==> src/rtl/hazard_stall_controller.sv <==
// Pipeline sequencing controller for the 5-stage core: load-use stalls,
// branch squash, multi-cycle EX hold and saturating stall/flush counters.
module hazard_stall_controller #(
  parameter int MC_CYCLES = 4,
  parameter int CNT_W     = 16
) (
  input  logic             clk,
  input  logic             rst,
  input  logic [2:0]       id_rs,
  input  logic [2:0]       id_rt,
  input  logic             id_uses_rt,
  input  logic             id_ex_memread,
  input  logic [2:0]       id_ex_rd,
  input  logic             id_ex_mc_op,
  input  logic             ex_branch_taken,
  input  logic             perf_clr,
  output logic             pc_write,
  output logic             if_id_write,
  output logic             if_id_flush,
  output logic             id_ex_bubble,
  output logic             ex_hold,
  output logic             busy,
  output logic [CNT_W-1:0] stall_cnt,
  output logic [CNT_W-1:0] flush_cnt
);

  typedef enum logic [0:0] {RUN = 1'b0, MC_BUSY = 1'b1} state_t;

  // The entry cycle in RUN and the final mc_cnt==0 cycle both stall, hence -3.
  localparam logic [7:0]       MC_LOAD = 8'(MC_CYCLES - 3);
  localparam logic [CNT_W-1:0] CNT_MAX = {CNT_W{1'b1}};

  state_t           state_r, state_nxt_s;
  logic [7:0]       mc_cnt_r, mc_cnt_nxt_s;
  logic             busy_r;
  logic [CNT_W-1:0] stall_cnt_r, flush_cnt_r;
  logic             lu_s;

  function automatic logic [CNT_W-1:0] sat_inc(input logic [CNT_W-1:0] v);
    return (v == CNT_MAX) ? v : v + {{(CNT_W-1){1'b0}}, 1'b1};
  endfunction

  assign lu_s = id_ex_memread && (id_ex_rd != 3'd0) &&
                ((id_ex_rd == id_rs) || (id_uses_rt && (id_ex_rd == id_rt)));

  // Next-state and combinational pipeline controls.
  always_comb begin
    state_nxt_s  = state_r;
    mc_cnt_nxt_s = mc_cnt_r;
    pc_write     = 1'b1;
    if_id_write  = 1'b1;
    if_id_flush  = 1'b0;
    id_ex_bubble = 1'b0;
    ex_hold      = 1'b0;
    if (rst) begin
      state_nxt_s  = RUN;
      mc_cnt_nxt_s = 8'd0;
    end else begin
      case (state_r)
        RUN: begin
          if (ex_branch_taken) begin
            if_id_flush  = 1'b1;
            id_ex_bubble = 1'b1;
          end else if (id_ex_mc_op) begin
            pc_write     = 1'b0;
            if_id_write  = 1'b0;
            ex_hold      = 1'b1;
            mc_cnt_nxt_s = MC_LOAD;
            state_nxt_s  = MC_BUSY;
          end else if (lu_s) begin
            pc_write     = 1'b0;
            if_id_write  = 1'b0;
            id_ex_bubble = 1'b1;
          end else begin
            state_nxt_s = RUN;
          end
        end
        MC_BUSY: begin
          pc_write    = 1'b0;
          if_id_write = 1'b0;
          ex_hold     = 1'b1;
          if (mc_cnt_r == 8'd0) begin
            state_nxt_s = RUN;
          end else begin
            mc_cnt_nxt_s = mc_cnt_r - 8'd1;
          end
        end
        default: begin
          state_nxt_s  = RUN;
          mc_cnt_nxt_s = 8'd0;
        end
      endcase
    end
  end

  // FSM state, multi-cycle down-counter and registered busy flag.
  always_ff @(posedge clk or posedge rst) begin
    if (rst) begin
      state_r  <= RUN;
      mc_cnt_r <= 8'd0;
      busy_r   <= 1'b0;
    end else begin
      state_r  <= state_nxt_s;
      mc_cnt_r <= mc_cnt_nxt_s;
      busy_r   <= (state_nxt_s == MC_BUSY);
    end
  end

  // Saturating performance counters; perf_clr wins over an increment.
  always_ff @(posedge clk or posedge rst) begin
    if (rst) begin
      stall_cnt_r <= {CNT_W{1'b0}};
      flush_cnt_r <= {CNT_W{1'b0}};
    end else if (perf_clr) begin
      stall_cnt_r <= {CNT_W{1'b0}};
      flush_cnt_r <= {CNT_W{1'b0}};
    end else begin
      stall_cnt_r <= pc_write    ? stall_cnt_r : sat_inc(stall_cnt_r);
      flush_cnt_r <= if_id_flush ? sat_inc(flush_cnt_r) : flush_cnt_r;
    end
  end

  assign busy      = busy_r;
  assign stall_cnt = stall_cnt_r;
  assign flush_cnt = flush_cnt_r;

  hazard_stall_checker u_chk (
    .clk            (clk),
    .rst            (rst),
    .in_run         (state_r == RUN),
    .id_ex_mc_op    (id_ex_mc_op),
    .ex_branch_taken(ex_branch_taken)
  );

endmodule

// Simulation-only checks on ISA-level input constraints.
module hazard_stall_checker (
  input logic clk,
  input logic rst,
  input logic in_run,
  input logic id_ex_mc_op,
  input logic ex_branch_taken
);

  a_mc_branch_excl: assert property (@(posedge clk) disable iff (rst)
    in_run |-> !(id_ex_mc_op && ex_branch_taken))
    else $error("id_ex_mc_op and ex_branch_taken both high in RUN");

endmodule

==> config.mk <==
export PLATFORM = sky130hd
export DESIGN_NAME = hazard_stall_controller
export DESIGN_NICKNAME = d
export VERILOG_FILES = /design/src/rtl/hazard_stall_controller.sv
export SDC_FILE = /design/constraint.sdc
export NUM_CORES = 1
export LEC_CHECK = 0
export CAP_MARGIN = 10
export CORE_ASPECT_RATIO = 1.75
export CORE_MARGIN = 2
export CORE_UTILIZATION = 54
export CTS_CLUSTER_SIZE = 24
export DETAILED_ROUTE_END_ITERATION = 12
export GPL_ROUTABILITY_DRIVEN = 0
export PLACE_DENSITY = 0.85
export SLEW_MARGIN = 20
export SYNTH_ARGS = -nofsm -noshare
export SYNTH_HDL_FRONTEND = slang
export SYNTH_SLANG_ARGS = --single-unit
==> constraint.sdc <==
create_clock -name clk -period 4.05 [get_ports clk]
set_input_delay 0.81 -clock clk [delete_from_list [all_inputs] [get_ports clk]]
set_output_delay 0.81 -clock clk [all_outputs]
set_load 0.02 [all_outputs]
# [Yosys cells after proc, flatten, opt, wreduce, memory -nomap -nowiden]
# Cells that the tools add are included.
[op_classes] n_bitwise=1 eq_ne=10 n_reduce_logical=10 n_addsub=3 n_mux=31
[op_table] operator="16-bit two-way mux" count=6
[op_table] operator="16-bit by 1-bit adder with 16-bit output, second input constant" count=2
[op_table] operator="16-bit equality test, second input constant" count=2
[op_table] operator="8-bit two-way mux" count=4
[op_table] operator="1-bit two-way mux" count=17
[op_table] operator="8-bit case mux with 2 select lines" count=1
[op_table] operator="3-bit inequality test, second input constant" count=3
[op_table] operator="8-bit logical NOT" count=1
[op_table] operator="8-bit by 1-bit subtractor with 8-bit output, second input constant" count=1
[op_table] operator="3-bit equality test" count=2
[op_table] operator="2-bit inequality test, second input constant" count=3
[op_table] operator="1-bit case mux with 2 select lines" count=3
[op_table] operator="2-bit AND reduction" count=2
[op_table] operator="1-bit logical AND" count=3
[op_table] operator="3-bit AND reduction" count=1
[op_table] operator="3-bit nonzero test" count=1
[op_table] operator="2-bit nonzero test" count=1
[op_table] operator="1-bit logical OR" count=1
[op_table] operator="1-bit NOT" count=1
[word_totals] output_inout_bits=38 register_bits=41 in_bits=16

# [Logic depth before layout (Yosys ltp)]
# Gate-level depths: netlist of run 1.
[depth] ltp_word=11 ltp_mapped=9

# [Worst setup path after synthesis of run 1]
# No wires, ideal clock.
[synth_timing] kind="input-to-output" startpoint="input port id_ex_rd[0]" endpoint="output port pc_write" path_stages=5 t_arrival_ps=2128 t_required_ps=3240 n_path_buf=1 path_slack_ps=1112 path_cell_list="xnor2_1 nand4_1 a2111oi_4 nor2_1 buf_4"
[synth_between] elab_chain_cells=9 word_cells_on_any_way=12 classes_between="eq/ne (2); mux (5); reduce/logical (5)"
[synth_lines] item="start: declaration" line_no="13" text="input logic [2:0] id_ex_rd,"
[synth_lines] item="3-bit equality test" line_no="44" text="((id_ex_rd == id_rs) || (id_uses_rt && (id_ex_rd == id_rt)));"
[synth_lines] item="1-bit logical AND" line_no="44"
[synth_lines] item="1-bit logical OR" line_no="44"
[synth_lines] item="1-bit logical AND (*)" line_no="43" text="assign lu_s = id_ex_memread && (id_ex_rd != 3'd0) &&"
[synth_lines] item="1-bit two-way mux (*) (3 in series)"
[synth_lines] item="1-bit case mux with 2 select lines (*)"
[synth_lines] item="1-bit two-way mux (*)"
[synth_lines] item="end: declaration" line_no="17" text="output logic pc_write,"
# Every way passes the cells marked *; elsewhere a longest branch is shown, timed or not.

# [Final worst setup path of run 1]
[layout_timing] startpoint="input port ex_branch_taken" endpoint="output port pc_write"
[layout_between] elab_chain_cells=3
[layout_lines] item="start: declaration" line_no="15" text="input logic ex_branch_taken,"
[layout_lines] item="1-bit two-way mux" line_no="61" text="if (ex_branch_taken) begin"
[layout_lines] item="1-bit case mux with 2 select lines" line_no="59" text="case (state_r)"
[layout_lines] item="1-bit two-way mux" line_no="55" text="if (rst) begin"
# Every way passes these cells.

==> impl_metrics.toml, run 1 <==
[outcome]
status = "completed"

[synth]
synth_top_cell_area_share_pct = 43.99
synth-seq-cells = 41
synth.net_count = 269
ys_types = 38
synth.area.top_cells = "dfrtp_1 (44%), nor2_1 (6.6%), xor2_1 (6.0%)"
ys.warnings.count = 0
postSynthAreaPerCell_um2 = 9.366
ys_seq_area_share_pct = 43.99
syn_area_um2 = 2332
yosys.area.top_type = "dfrtp_1"
synthesis.instances = 249

[timing]
post-route-period-util_pct = 88.72
worst_slew_pin_slew_ps = 715.9
fin_tns_setup_ps = 0
fin_skew_ps = 7.707
fin_crit_ps = 3593
clock.fmax_mhz = 278.3
hold_viol = 0
finalSetupViolCount = 0
drv_slew = 0
maxSlewHeadroom_pct = 52.10
rsz0062_at_grt = "false"
layout_setup_ws_ps = 456.8

[clock_tree]
cts_max_level = 2
cts_setup_buffers = 0
clockBufferDepth = 2
cts_resized = 0
numClockSinks = 41
clkTransAtPathRegs_ps = 70
cts_tree = "done"
cts_hold_buf = 0
root_buffer = "clkbuf_8"
numCtsBuffers = 5
clk_latency_ps = 290

[final_layout]
fin_util_pct = 71.36
diodes = 0
seq_area_um2 = 1026
synthToLayoutAreaGrowth_pct = 26.98
fin_cells = 353
layout-drive-gt1-share_pct = 6.579
multi_input_area_um2 = 1194
num-nets-final = 323
fill_cells = 301

[grt]
grt_max_degree = 40
grt_pass1_wl_um = 8866
antenna_found_initial = 0
grt_pass1_vias = 2094
overflow = 0
grtUsageTotal_pct = 23.80

[floorplanning]
coreArea_um2 = 4150
die_height_um = 90.94
start_util_pct = 56.20
die_w_um = 53.68
dieArea_um2 = 4881
rows = 31
ioPinCount = 54

[power_and_ir_drop]
net-switching-power_uw = 217.7
p_leak_nw = 1.208
combPwrFrac_pct = 15.1
switching_share_pct = 26.94
power_frac_seq_pct = 53.4
peakVddDrop_uv = 364.0
powerDensity_nw_per_um2 = 272.8
intPower_uw = 590.3
clockPowerShare_pct = 31.5

[critical_path]
crit_fanout = 11
reg2reg_depth = 4
rrSetupSlack_ps = 1650
critical_path_class = "in2out"
reg2reg_from = "mc_cnt_r[2]"
r2r-end = "mc_cnt_r[0]"
cp-end-kind = "primary output"
cp.arrival_ps = 2780
crit_required_ps = 3240
cp-start-kind = "primary input"

[route]
drc = 0
drt_iter0_markers = 63
ant_nets = 0
via_per_inst = 5.909
via_count = 2086
avgRoutedWirePerCell_um = 14.68
finalWirelength_um = 5182
dr.pass1.iters = 4

[run]
drv_cap = 0

[place]
io_buffers = 53
dp_hpwl_um = 3828
dp_slack_ps = 456.8
dp.cells = 345

[hold_path]
hold-path-cell-count = 1
whs_endpoint = "mc_cnt_r[7]"
hp-start = "mc_cnt_r[7]"
hold_path_class = "reg2reg"
==> cell type report <==
class	instances	area share, %
Multi-Input combinational cell	189	40.30
Sequential cell	41	34.64
Timing Repair Buffer	57	18.93
Clock buffer	5	2.324
Tap cell	49	2.070
Inverter	9	1.141
Clock inverter	3	0.5915
==> state kept, by name (all words and copies together), names as in the netlist <==
register / flops
stall_cnt: 16
mc_cnt_r: 8
flush_cnt: 16
busy: 1
==> cell usage in the layout (no fill, tap or decap) <==
master / Yosys / layout
a2111oi_4: 1 / 1
a21oi_1: 10 / 10
a31oi_1: 1 / 1
and3_1: 6 / 6
and4_1: 4 / 4
buf_4: 1 / 4
clkbuf_8: 0 / 5
clkdlybuf4s50_1: 0 / 53
clkinv_2: 0 / 2
clkinvlp_4: 0 / 1
dfrtp_1: 41 / 41
ha_1: 4 / 4
inv_1: 9 / 9
mux2_2: 3 / 3
mux2i_1: 2 / 2
nand2_1: 15 / 15
nand3_1: 12 / 12
nand3_2: 1 / 1
nand4_1: 9 / 9
nor2_1: 41 / 41
nor2b_1: 2 / 2
nor3_1: 8 / 8
nor3b_1: 2 / 2
nor4_1: 6 / 6
o2111ai_1: 3 / 3
o211ai_1: 4 / 4
o21a_1: 2 / 2
o21ai_0: 10 / 10
o21ai_2: 1 / 1
o21ba_2: 1 / 1
o31ai_1: 5 / 5
o41ai_1: 3 / 3
or3_2: 1 / 1
or4_1: 2 / 2
or4b_1: 2 / 2
xnor2_1: 12 / 12
xor2_1: 16 / 16
==> worst max path at each step <==
stage / startpoint / cells after the start / to / slack, ps
after global routing: ex_branch_taken / 6 / if_id_write / 290
after CTS: ex_branch_taken / 6 / pc_write / 460
after detailed placement: ex_branch_taken / 6 / pc_write / 460
final: ex_branch_taken / 6 / pc_write / 460
after global placement: ex_branch_taken / 5 / ex_hold / 510
after floorplan: id_ex_rd[0] / 5 / pc_write / 1110
==> Yosys cell counts <==
library cell	instances
nand3_1	12
nand4_1	9
a31oi_1	1
o211ai_1	4
nor2_1	41
nor2b_1	2
nand3_2	1
o21a_1	2
a2111oi_4	1
buf_1	1
nor3b_1	2
nor4_1	6
clkbuf_1	5
o2111ai_1	3
inv_1	9
o31ai_1	5
o21ba_2	1
nand2_1	15
and4_1	4
dfrtp_1	41
xor2_1	16
o21ai_2	1
mux2_2	3
xnor2_1	12
buf_6	1
mux2i_1	2
buf_4	1
nor3_1	8
buf_2	1
bufbuf_16	1
or3_2	1
or4_1	2
o41ai_1	3
and3_1	6
or4b_1	2
o21ai_0	10
a21oi_1	10
ha_1	4
==> stage by stage <==
| step | hold WS, ps | instance area, um2 | total power, mW |
|---|---|---|---|
| after floorplan | 448.2 | 2332 | 0.5182 |
| after global placement | 477.2 | 2875 | 0.5579 |
| after detailed placement | 481.7 | 2875 | 0.5609 |
| after CTS | 493.8 | 2962 | 0.8208 |
| after global routing | 512.5 | 2962 | 0.8510 |
| final | 495.9 | 2962 | 0.8080 |
==> cell families after synthesis <==
family                   count (synthesis)  synth area share (%)
buffers and inverters                   19                 4.828
AND/OR/NAND/NOR                        111                 23.87
AO/OA/AOI/OAI                           41                 12.34
adder cells (fa/ha/maj)                  4                 2.146
multiplexers                             5                 2.307
XOR/XNOR                                28                 10.51
flip-flops                              41                 43.99
==> worst max-delay path, stage by stage <==
cell and delay, ps:
clkdlybuf4s50_1 490, inv_1 80, a21oi_1 90, nor2_1 560, nor2_1 160, clkdlybuf4s50_1 580
==> power groups by stage <==
stage / clock [mW] / combinational [mW] / sequential (mW)
detailed placement: 0 / 0.122 / 0.439
floorplan: 0 / 0.0769 / 0.441
CTS: 0.267 / 0.123 / 0.431
global route: 0.283 / 0.135 / 0.433
finish: 0.254 / 0.122 / 0.431
global placement: 0 / 0.119 / 0.439
==> per-layer routing <==
metal	global-route usage, %	part of all wire [%]	vias up
li1	-	-	1003
met2	42.58	55	59
met4	11.54	2.5	0
met3	3.783	3.2	10
met1	25.19	39	1014
met5	0	0	-
Note: power is estimated with default switching activity, not from simulation.
==> inputs of run 2 (changes only) <==
--- a/config.mk
+++ b/config.mk
@@ -9,6 +9,7 @@
 export CORE_ASPECT_RATIO = 1.75
 export CORE_MARGIN = 2
 export CORE_UTILIZATION = 54
+export CTS_CLUSTER_DIAMETER = 80
 export CTS_CLUSTER_SIZE = 24
 export DETAILED_ROUTE_END_ITERATION = 12
 export GPL_ROUTABILITY_DRIVEN = 0
==> results of run 2 <==
Final layout, timing and power as in run 1 (identical DEF).
